## config.mk

```make
export PLATFORM = sky130hd
export DESIGN_NAME = shift_arbiter
export DESIGN_NICKNAME = d
export VERILOG_FILES = /design/src/rtl/shift_pkg.sv /design/src/rtl/barrelshifter.sv /design/src/rtl/rr_arb2.sv /design/src/rtl/shift_arbiter.sv
export SDC_FILE = /design/constraint.sdc
export NUM_CORES = 1
export LEC_CHECK = 0
export BUFFER_PORTS_ARGS = -buffer_cell sky130_fd_sc_hd__buf_2
export CAP_MARGIN = 20
export CELL_PAD_IN_SITES_DETAIL_PLACEMENT = 1
export CELL_PAD_IN_SITES_GLOBAL_PLACEMENT = 2
export CORE_ASPECT_RATIO = 1.1
export CORE_MARGIN = 3
export CORE_UTILIZATION = 31
export DETAILED_ROUTE_END_ITERATION = 12
export PLACE_DENSITY_LB_ADDON = 0.1
export SYNTH_ARGS = -nofsm -noshare
export SYNTH_HDL_FRONTEND = slang
export SYNTH_SLANG_ARGS = --single-unit
```

## constraint.sdc

```tcl
create_clock -name clk -period 2.45 [get_ports clk]
set_input_delay 0.1225 -clock clk [delete_from_list [all_inputs] [get_ports clk]]
set_output_delay 0.1225 -clock clk [all_outputs]
set_load 0.02 [all_outputs]
```

## src/rtl/shift_pkg.sv

```systemverilog
// Shared types and sizes for the shift arbiter slice.
//   NREQ       : number of requesters sharing the shifter
//   DW / SHW   : operand width / shift-amount width
//   shift_op_t : one shift operation as presented to the shared shifter
package shift_pkg;

    localparam int unsigned NREQ = 2;
    localparam int unsigned DW   = 8;
    localparam int unsigned SHW  = 3;

    typedef struct packed {
        logic          al;     // 1 = arithmetic right fill
        logic          lr;     // 1 = left, 0 = right
        logic [DW-1:0] din;    // operand
        logic [SHW-1:0] shamt; // shift amount
    } shift_op_t;

endpackage

```

## src/rtl/barrelshifter.sv

```systemverilog
// Combinational 8-bit barrel shifter (log-staged 1/2/4).
//   al    : 1 = arithmetic right (fill din[7]), 0 = logical; ignored on left
//   lr    : 1 = shift left (zero fill), 0 = shift right
//   din   : operand
//   shamt : shift amount 0..7
//   dout  : shifted result
module barrelshifter (
    input  logic       al,
    input  logic       lr,
    input  logic [7:0] din,
    input  logic [2:0] shamt,
    output logic [7:0] dout
);

    logic       fill;
    logic [7:0] s1;
    logic [7:0] s2;

    // Fill bit taken from the original sign so every stage extends it consistently.
    assign fill = lr ? 1'b0 : (al & din[7]);

    // Stage by 1
    always_comb begin
        s1 = din;
        if (shamt[0]) begin
            s1 = lr ? {din[6:0], 1'b0} : {fill, din[7:1]};
        end
    end

    // Stage by 2
    always_comb begin
        s2 = s1;
        if (shamt[1]) begin
            s2 = lr ? {s1[5:0], 2'b00} : {{2{fill}}, s1[7:2]};
        end
    end

    // Stage by 4
    always_comb begin
        dout = s2;
        if (shamt[2]) begin
            dout = lr ? {s2[3:0], 4'b0000} : {{4{fill}}, s2[7:4]};
        end
    end

endmodule

```

## src/rtl/rr_arb2.sv

```systemverilog
// Two-way round-robin grant, purely combinational.
//   elig  : per-requester eligibility
//   last  : index of the requester served most recently
//   grant : one-hot grant, or zero when nobody is eligible
module rr_arb2 (
    input  logic [1:0] elig,
    input  logic       last,
    output logic [1:0] grant
);

    always_comb begin
        grant = 2'b00;
        unique case (elig)
            2'b01:   grant = 2'b01;
            2'b10:   grant = 2'b10;
            // Tie goes to the requester not served last.
            2'b11:   grant = last ? 2'b01 : 2'b10;
            default: grant = 2'b00;
        endcase
    end

endmodule

```

## src/rtl/shift_arbiter.sv

```systemverilog
// Shares one barrel shifter between two valid/ready requesters.
// A round-robin grant picks at most one request per cycle; the shifter
// result lands in that requester's one-entry response buffer and is
// presented the following cycle.
//   clk, rst              : clock, asynchronous active-high reset
//   reqN_valid/ready      : request handshake (ready is combinational)
//   reqN_al/lr/din/shamt  : shift operation for requester N
//   rspN_valid/ready      : response handshake
//   rspN_dout             : buffered shift result
module shift_arbiter
    import shift_pkg::*;
#(
    parameter bit RR_INIT = 1'b1
) (
    input  logic                clk,
    input  logic                rst,

    input  logic                req0_valid,
    output logic                req0_ready,
    input  logic                req0_al,
    input  logic                req0_lr,
    input  logic [DW-1:0]       req0_din,
    input  logic [SHW-1:0]      req0_shamt,
    output logic                rsp0_valid,
    input  logic                rsp0_ready,
    output logic [DW-1:0]       rsp0_dout,

    input  logic                req1_valid,
    output logic                req1_ready,
    input  logic                req1_al,
    input  logic                req1_lr,
    input  logic [DW-1:0]       req1_din,
    input  logic [SHW-1:0]      req1_shamt,
    output logic                rsp1_valid,
    input  logic                rsp1_ready,
    output logic [DW-1:0]       rsp1_dout
);

    shift_op_t         op0;
    shift_op_t         op1;
    shift_op_t         sh_op;
    logic [DW-1:0]     sh_dout;

    logic [NREQ-1:0]   req_valid;
    logic [NREQ-1:0]   rsp_ready;
    logic [NREQ-1:0]   elig;
    logic [NREQ-1:0]   grant;
    logic [NREQ-1:0]   accept;

    logic              last;
    logic [NREQ-1:0]   rsp_valid_q;
    logic [DW-1:0]     rsp_dout_q [NREQ];

    // Pack requester operations
    assign op0 = '{al: req0_al, lr: req0_lr, din: req0_din, shamt: req0_shamt};
    assign op1 = '{al: req1_al, lr: req1_lr, din: req1_din, shamt: req1_shamt};

    assign req_valid = {req1_valid, req0_valid};
    assign rsp_ready = {rsp1_ready, rsp0_ready};

    // A full buffer being drained this cycle can take a new result.
    assign elig = req_valid & (~rsp_valid_q | rsp_ready);

    rr_arb2 u_arb (
        .elig  (elig),
        .last  (last),
        .grant (grant)
    );

    assign accept = grant & req_valid;

    // Shifter input mux; value is don't-care when nothing is granted
    assign sh_op = grant[1] ? op1 : op0;

    barrelshifter u_shift (
        .al    (sh_op.al),
        .lr    (sh_op.lr),
        .din   (sh_op.din),
        .shamt (sh_op.shamt),
        .dout  (sh_dout)
    );

    // Response buffers: accept wins over drain, so a streaming consumer sees 1 op/cycle
    always_ff @(posedge clk or posedge rst) begin
        if (rst) begin
            rsp_valid_q <= '0;
            for (int i = 0; i < NREQ; i++) begin
                rsp_dout_q[i] <= '0;
            end
        end else begin
            for (int i = 0; i < NREQ; i++) begin
                if (accept[i]) begin
                    rsp_valid_q[i] <= 1'b1;
                    rsp_dout_q[i]  <= sh_dout;
                end else if (rsp_ready[i]) begin
                    rsp_valid_q[i] <= 1'b0;
                end
            end
        end
    end

    // Last-served pointer; held on idle cycles
    always_ff @(posedge clk or posedge rst) begin
        if (rst) begin
            last <= RR_INIT;
        end else if (|accept) begin
            last <= accept[1];
        end
    end

    assign req0_ready = grant[0];
    assign req1_ready = grant[1];
    assign rsp0_valid = rsp_valid_q[0];
    assign rsp1_valid = rsp_valid_q[1];
    assign rsp0_dout  = rsp_dout_q[0];
    assign rsp1_dout  = rsp_dout_q[1];

endmodule

```

After elaboration in Yosys (flattened, before gate mapping)
Index checks and enable logic that the tools add are counted.
{ "op_classes": {"bitwise_logic": 5, "n_mux": 13, "n_reduce_logical": 3, "eq_ne": 3} }
{ "ops": {"columns": ["operator", "n"], "rows": [
  ["8-bit two-way mux", 6],
  ["13-bit two-way mux", 1],
  ["2-bit case mux with 3 select lines", 1],
  ["2-bit AND", 2],
  ["2-bit equality test (second input constant)", 2],
  ["1-bit two-way mux", 4],
  ["2-bit nonzero test", 2],
  ["2-bit by 1-bit equality test with 1-bit output (second input constant)", 1],
  ["2-bit two-way mux", 1],
  ["2-bit NOT", 1],
  ["2-bit bitwise OR", 1],
  ["2-bit OR reduction", 1],
  ["1-bit AND", 1]
]} }
{ "word_totals": {"regBits": 19, "inputBits": 32} }

Longest topological paths before layout
Gate-level depths: netlist of the first run.
{ "depth": {"word_depth": 13, "ltp_mapped": 9} }

Modules after synthesis
A second synthesis of the first run with hierarchy kept.
{ "hier_totals": {"cells_unflattened": 148, "hier_area_um2": 1510.2} }
{ "by_module_without_submodules": {"columns": ["module", "n_inst", "seq_area_each_um2", "cells_per_inst", "area_each_um2"], "rows": [
  ["shift_arbiter", 1, 476.7, 60, 952.2],
  ["barrelshifter", 1, 0.0, 85, 539.3],
  ["rr_arb2", 1, 0.0, 3, 18.8]
]} }

Worst setup path before layout of the first run
OpenSTA, ideal clock, no wires.
{ "synth_path": {"path_kind": "reg2reg", "startpoint": "register rsp_valid_q[0]", "endpoint": "register rsp_dout_q (netlist bit rsp1_dout[0])", "path_stages_with_launch": 8, "arrival_ps": 1829, "path_slack_ps": 485, "path_buffers": 0, "path_cell_list": "dfrtp_1 > nor2b_4 > o211ai_4 > inv_2 > mux2i_4 > mux4_2 > nand2_1 > a31oi_1"} }
{ "synth_between": {"elab_chain_len": 12, "elab_cells_between_ends": 15, "classes_between": "eq/ne: 3; mux: 8; bitwise: 4"} }
{ "synth_rtl": {"columns": ["item", "line", "source"], "rows": [
  ["start: declaration", "shift_arbiter.sv:51", "logic [NREQ-1:0] rsp_valid_q;"],
  ["start signal: assignment", "shift_arbiter.sv:86", "rsp_valid_q <= '0;"],
  ["start signal: indexed assignment", "shift_arbiter.sv:93", "rsp_valid_q[i] <= 1'b1;"],
  ["start signal: indexed assignment", "shift_arbiter.sv:96", "rsp_valid_q[i] <= 1'b0;"],
  ["2-bit NOT *", "shift_arbiter.sv:62", "assign elig = req_valid & (~rsp_valid_q | rsp_ready);"],
  ["2-bit bitwise OR *", "shift_arbiter.sv:62", null],
  ["2-bit AND *", "shift_arbiter.sv:62", null],
  ["2-bit equality test or 2-bit by 1-bit equality test with 1-bit output (tied branches)", "rr_arb2.sv:13", "unique case (elig)"],
  ["2-bit case mux with 3 select lines *", "rr_arb2.sv:13", null],
  ["13-bit two-way mux", "shift_arbiter.sv:73", "assign sh_op = grant[1] ? op1 : op0;"],
  ["8-bit two-way mux", "barrelshifter.sv:26", "s1 = lr ? {din[6:0], 1'b0} : {fill, din[7:1]};"],
  ["8-bit two-way mux", "barrelshifter.sv:25", "if (shamt[0]) begin"],
  ["8-bit two-way mux", "barrelshifter.sv:34", "s2 = lr ? {s1[5:0], 2'b00} : {{2{fill}}, s1[7:2]};"],
  ["8-bit two-way mux", "barrelshifter.sv:33", "if (shamt[1]) begin"],
  ["8-bit two-way mux", "barrelshifter.sv:42", "dout = lr ? {s2[3:0], 4'b0000} : {{4{fill}}, s2[7:4]};"],
  ["8-bit two-way mux", "barrelshifter.sv:41", "if (shamt[2]) begin"],
  ["end signal: indexed assignment", "shift_arbiter.sv:94", "rsp_dout_q[i] <= sh_dout;"],
  ["end: declaration", "shift_arbiter.sv:52", "logic [DW-1:0] rsp_dout_q [NREQ];"]
]} }
Every way passes the cells marked *; elsewhere a longest branch is shown, timed or not.
A chain may end at the register's enable or synchronous reset.

Final worst setup path of the first run
{ "layout_path": {"startpoint": "register last", "endpoint": "register rsp_dout_q (netlist bit rsp0_dout[6])"} }
{ "layout_between": {"elab_chain_len": 9, "elab_cells_between_ends": 11, "classes_between": "mux: 9; bitwise: 2"} }
{ "layout_rtl": {"columns": ["item", "line", "source"], "rows": [
  ["start: declaration", "shift_arbiter.sv:50", "logic last;"],
  ["start signal: assignment", "shift_arbiter.sv:107", "last <= accept[1];"],
  ["2-bit two-way mux *", "rr_arb2.sv:17", "2'b11: grant = last ? 2'b01 : 2'b10;"],
  ["2-bit case mux with 3 select lines *", "rr_arb2.sv:13", null],
  ["13-bit two-way mux", "shift_arbiter.sv:73", null],
  ["8-bit two-way mux", "barrelshifter.sv:26", null],
  ["8-bit two-way mux", "barrelshifter.sv:25", null],
  ["8-bit two-way mux", "barrelshifter.sv:34", null],
  ["8-bit two-way mux", "barrelshifter.sv:33", null],
  ["8-bit two-way mux", "barrelshifter.sv:42", null],
  ["8-bit two-way mux", "barrelshifter.sv:41", null]
]} }
Marked as above.

==> impl_metrics.yaml, run 1 <==
setup_path:
  cp.arrival_ns: 2.24
  required_ns: 2.57
  cpPeakStageDelay_ns: 0.56
  worstSetupPathType: "register to register"
  worst-r2r-setup-slack_ns: 0.34
  critical_path_depth: 8
  crit_chain: "nand2_2 > o211ai_4 > inv_2 > buf_4 > nand3_1 > o21ai_0 > a21boi_0 > o31ai_1"
  start_kind: "register"
  critPathCaptureType: "register"
  critPathSlowestCell: "sky130_fd_sc_hd__dfstp_2"
  timing.rr.end: "rsp0_dout[6]"
  worst-path-buf-inv: 2
  worst_r2r_path_depth: 8
  regToRegStartpoint: "last"
  crit_path_max_fanout: 13
  critPathTopFamily: "compound AO/OA/AOI/OAI gates"
sta:
  fin_worst_skew_ns: 0.00259
  grt_setup_unrepaired: "false"
  timing_worst_slew_pin_value_ns: 0.725
  max_slew_violation_total_from_the_final_report: 0
  layout_setup_ws_ns: 0.338
  finalCriticalPeriod_ns: 2.11
  finalHoldViolCount: 18
  slew-limit-headroom: 0.516
  finalSetupViolations: 0
  hold_ws_ns: -0.0236
  tns_ns: 0
  fmax_mhz: 474
  final.period_utilization: 0.862
final_layout:
  antenna_cells: 0
  final-seq-area_sq_um: 477
  most-common-layout-cells: "sky130_fd_sc_hd__buf_2, sky130_fd_sc_hd__nand2_1, sky130_fd_sc_hd__nor2_1"
  proportion_of_layout_cells_with_a_drive_suffix_above_1: 0.329
  filler_instances: 791
  syn_to_layout_area_delta_pct: 20.4
  final_net_count: 325
  finish.utilization: 0.390
  mostFrequentLayoutCell: "sky130_fd_sc_hd__buf_2"
  multi_input_logic_area_sq_um: 1410
synth:
  netlist-cell-type-count: 49
  post_synth_instance_area_sq_um: 2020
  synthesis.nets: 273
  count_of_flip_flops_with_a_built_in_enable_after_synthesis: 0
  yosys-top-cells-area: "sky130_fd_sc_hd__dfrtp_1, sky130_fd_sc_hd__mux2i_1, sky130_fd_sc_hd__mux2_2"
  seq_area_frac_synth: 0.236
  synth.yosys.warnings: 0
  postSynthRegisterBits: 19
  postSynth.asyncResetShare: 1.00
  synthDominantCellAreaShare: 0.223
  post_synth.cell_area_avg_sq_um: 8.38
  synthDominantAreaCellType: "sky130_fd_sc_hd__dfrtp_1"
  dominantRegCellSynth: "sky130_fd_sc_hd__dfrtp_1"
  synthCells: 241
floorplan:
  die_h_um: 90.7
  die_area_sq_um: 7520
  rows: 30
  coreArea_sq_um: 6230
  die_w_um: 83.0
  floorplan.initialDensity: 0.324
  num_io_pins: 52
clocking:
  numClockSinks: 19
  cts.root.buffer_cell: "sky130_fd_sc_hd__clkbuf_8"
  cts_max_level: 1
  cts_resized: 0
  number_of_hold_buffers_added_after_cts: 0
  clk_pin_slew_ns: 0.07
  post_cts.repair.setup_buffers: 0
  tritoncts.num_buffers: 3
  clockBufferDepth: 2
  clock_latency_ns: 0.26
  cts_tree: "built"
worst_hold_path:
  worstHoldPathType: "primary input to asynchronous set/reset pin"
global_route:
  grt_start_max_net_pins: 23
  globalRouteOverflowTotal: 0
  gr-usage-all-layers: 0.182
  first_global_vias: 2093
  grt_pass1_wl_um: 11100
  number_of_antenna_violations_at_the_first_check_in_global_routing: 0
detailed_routing:
  drtIter0Drc: 64
  detailroute.via_count: 2056
  dr.pass1.iters: 4
  vias_per_cell: 5.53
  remaining_design_rule_violation_count: 0
  detail_route.wl_per_cell_um: 18.4
  routed_wl_um: 6840
  drt.antenna.violating_nets: 0
placement:
  place_ws_ns: 0.352
  port_buffers: 51
  globalplace.congestion: 0.847
  dpl.hpwl_um: 5620
outcome:
  result_of_the_run: "finished, violations left"
  failed_checks: "hold timing"
power_and_ir_drop:
  power_density_nw_per_um2: 614
  leakage_nw: 1.09
  vdd_drop_max_uv: 330
flow_run:
  cap_viol_max_count: 0
## area by class of cell
| type | instances | share of cell area |
|---|---|---|
| Multi-Input combinational cell | 197 | 0.579 |
| Sequential cell | 19 | 0.196 |
| Timing Repair Buffer | 65 | 0.148 |
| Tap cell | 80 | 0.0412 |
| Clock buffer | 3 | 0.0170 |
| Inverter | 7 | 0.0165 |
| Clock inverter | 1 | 0.00206 |
## synth_stat cells (all sizes together), types with 5 or more instances
cell type / instances
mux2i: 21
a31oi: 6
nor2b: 5
nand2b: 11
inv: 6
o21ai: 17
clkbuf: 7
nand2: 27
nor2: 21
dfrtp: 18
a21oi: 16
o31ai: 6
buf: 11
mux2: 14
## how the worst max path moves through the flow
stage,slack [ns],to,from
2_1_floorplan,0.49,rsp1_dout[0],rsp_valid_q[0]
3_3_place_gp,0.38,rsp0_dout[6],last
3_5_place_dp,0.35,rsp1_dout[5],rsp_valid_q[0]
4_1_cts,0.33,rsp1_dout[5],rsp_valid_q[0]
5_1_grt,0.17,rsp1_dout[5],rsp_valid_q[0]
6_report,0.34,rsp0_dout[6],last
## metrics by stage
stage / instances / cell area [sq um] / total power [mW]
3_3_place_gp: 368 / 2390 / 1.28
2_1_floorplan: 241 / 2020 / 1.01
4_1_cts: 372 / 2430 / 1.52
5_1_grt: 372 / 2430 / 1.61
6_report: 372 / 2430 / 1.49
3_5_place_dp: 368 / 2390 / 1.30
## worst register-to-register path: stages, from the launching register on
cell                       delay (ns)
sky130_fd_sc_hd__dfstp_2         0.56
sky130_fd_sc_hd__nand2_2         0.08
sky130_fd_sc_hd__o211ai_4        0.18
sky130_fd_sc_hd__inv_2           0.16
sky130_fd_sc_hd__buf_4           0.23
sky130_fd_sc_hd__nand3_1         0.12
sky130_fd_sc_hd__o21ai_0         0.08
sky130_fd_sc_hd__a21boi_0        0.43
sky130_fd_sc_hd__o31ai_1         0.16
## cell families after synthesis
| group | after synthesis | synth area share |
|---|---|---|
| compound gates | 79 | 0.279 |
| mux | 38 | 0.227 |
| buf+inv | 25 | 0.0663 |
| simple gates | 80 | 0.191 |
| flops | 19 | 0.236 |
## per-layer routing
metal	share of wire	vias up	global-route usage
met4	0.028	0	0.0722
met5	0	-	0
met2	0.48	50	0.297
met3	0.038	13	0.0210
li1	-	1012	-
met1	0.46	981	0.245
## registers in the layout (all words and copies together), names as in the netlist
register / flops
rsp_valid_q: 2
last: 1
rsp0_dout: 8
rsp1_dout: 8
## power breakdown
part / switching, mW / internal [mW] / leakage (nW) / total (mW)
combinational: 0.483 / 0.319 / 0.835 / 0.803
clock: 0.104 / 0.113 / 0.0255 / 0.217
sequential: 0.0539 / 0.420 / 0.229 / 0.474
(Power assumes the default switching activity.)
==> run 2: changes to the inputs <==
==> constraint.sdc (replaced) <==
create_clock -name clk -period 2.45 [get_ports clk]
set_input_delay 0.245 -clock clk [delete_from_list [all_inputs] [get_ports clk]]
set_output_delay 0.245 -clock clk [all_outputs]
set_load 0.02 [all_outputs]
==> impl_metrics.yaml, run 2 (synthesis results as in run 1) <==
floorplan:
  coreArea_sq_um: 6230
  die_w_um: 83.0
  floorplan.initialDensity: 0.324
  die_area_sq_um: 7520
  rows: 30
  die_h_um: 90.7
  num_io_pins: 52
sta:
  final.period_utilization: 0.879
  slew-limit-headroom: 0.507
  finalSetupViolations: 0
  tns_ns: 0
  finalCriticalPeriod_ns: 2.15
  fmax_mhz: 464
  grt_setup_unrepaired: "false"
  finalHoldViolCount: 0
  fin_worst_skew_ns: 0.00500
  timing_worst_slew_pin_value_ns: 0.739
  max_slew_violation_total_from_the_final_report: 0
setup_path:
  worstSetupPathType: "register to register"
  cp.arrival_ns: 2.30
  critPathSlowestCell: "sky130_fd_sc_hd__a2111oi_0"
  crit_path_max_fanout: 11
  crit_chain: "nand2_2 > o211ai_4 > inv_2 > buf_4 > a2111oi_0 > a31o_2 > o21ai_1"
  worst-path-buf-inv: 2
  cpPeakStageDelay_ns: 0.57
  start_kind: "register"
  regToRegStartpoint: "last"
  critPathCaptureType: "register"
  worstSetupStartpoint: "last"
  required_ns: 2.59
  critPathTopFamily: "compound AO/OA/AOI/OAI gates"
global_route:
  globalRouteOverflowTotal: 0
  first_global_vias: 2111
  gr-usage-all-layers: 0.186
  number_of_antenna_violations_at_the_first_check_in_global_routing: 0
  grt_start_max_net_pins: 23
  grt_pass1_wl_um: 11500
placement:
  port_buffers: 51
  globalplace.congestion: 0.885
  dpl.hpwl_um: 5620
clocking:
  cts.root.buffer_cell: "sky130_fd_sc_hd__clkbuf_8"
  numClockSinks: 19
  cts_tree: "built"
  cts_resized: 0
  tritoncts.num_buffers: 3
  clock_latency_ns: 0.26
  number_of_hold_buffers_added_after_cts: 0
  cts_max_level: 1
  post_cts.repair.setup_buffers: 0
  clk_pin_slew_ns: 0.07
  clockBufferDepth: 2
power_and_ir_drop:
  internal_power_mw: 0.848
  p_comb_frac: 0.536
  p_switching_mw: 0.643
  vdd_drop_max_uv: 292
  power_density_nw_per_um2: 617
  switching_share_of_total_power: 0.432
  power.share.sequential: 0.318
  leakage_nw: 1.08
  clockPowerShare: 0.147
final_layout:
  antenna_cells: 0
  mostFrequentLayoutCell: "sky130_fd_sc_hd__buf_2"
  final_net_count: 323
  filler_instances: 800
  final-seq-area_sq_um: 477
  multi_input_logic_area_sq_um: 1410
  most-common-layout-cells: "sky130_fd_sc_hd__buf_2, sky130_fd_sc_hd__nand2_1, sky130_fd_sc_hd__nor2_1"
  finish.utilization: 0.388
  proportion_of_layout_cells_with_a_drive_suffix_above_1: 0.324
  syn_to_layout_area_delta_pct: 19.7
detailed_routing:
  drt.antenna.violating_nets: 0
  drtIter0Drc: 86
  vias_per_cell: 5.66
  remaining_design_rule_violation_count: 0
  detail_route.wl_per_cell_um: 19.0
  routed_wl_um: 7020
  dr.pass1.iters: 4
  detailroute.via_count: 2095
outcome:
  result_of_the_run: "completed"
flow_run:
  cap_viol_max_count: 0
worst_hold_path:
  worstHoldPathType: "primary input to asynchronous set/reset pin"
run 2: cell count changes in the layout (fill, tap and decap cells not counted):
cell                    change
sky130_fd_sc_hd__buf_4      -2
run 2: layout make-up:
cell class                      instances  share of cell area
Timing Repair Buffer                   63               0.143
Clock inverter                          1             0.00207
Tap cell                               80              0.0414
Clock buffer                            3              0.0171
Inverter                                7              0.0166
Multi-Input combinational cell        197               0.583
Sequential cell                        19               0.197
run 2: path summary, 6_finish.rpt:
| kind | end | slack (ns) | depth (start not counted) |
|---|---|---|---|
| max | rsp1_dout[7] | 0.30 | 7 |
| min | rsp1_dout[1] | 0.1 | 2 |
| max reg2reg | rsp1_dout[7] | 0.30 | 7 |
| min reg2reg | rsp0_dout[7] | 0.49 | 2 |
| max in group asynchronous | rsp1_dout[7] | 1.88 | 2 |
| min in group clk | last | 0.32 | 3 |
run 2: through the flow:
stage,worst slack (ns),hold WS (ns),instance area (sq um),cells,total power [mW]
after floorplan,0.485,0.195,2020,241,1.01
after global placement,0.332,0.403,2370,366,1.27
after detailed placement,0.350,0.407,2370,366,1.29
after CTS,0.334,0.126,2420,370,1.50
after global routing,0.160,0.173,2420,370,1.60
final,0.296,0.100,2420,370,1.49
run 2: per-layer routing:
layer / track usage / vias to the layer above / wire length (um)
li1: - / 1001 / -
met2: 0.314 / 45 / 3430
met4: 0.0545 / 0 / 100
met5: 0 / - / 0
met1: 0.255 / 1041 / 3260
met3: 0.0128 / 8 / 235
run 2: power by group through the flow:
stage / clock network (mW) / logic (mW) / registers, mW
3_5_place_dp: 0 / 0.803 / 0.483
2_1_floorplan: 0 / 0.407 / 0.603
5_1_grt: 0.238 / 0.870 / 0.490
3_3_place_gp: 0 / 0.797 / 0.477
6_report: 0.219 / 0.799 / 0.474
4_1_cts: 0.223 / 0.806 / 0.476
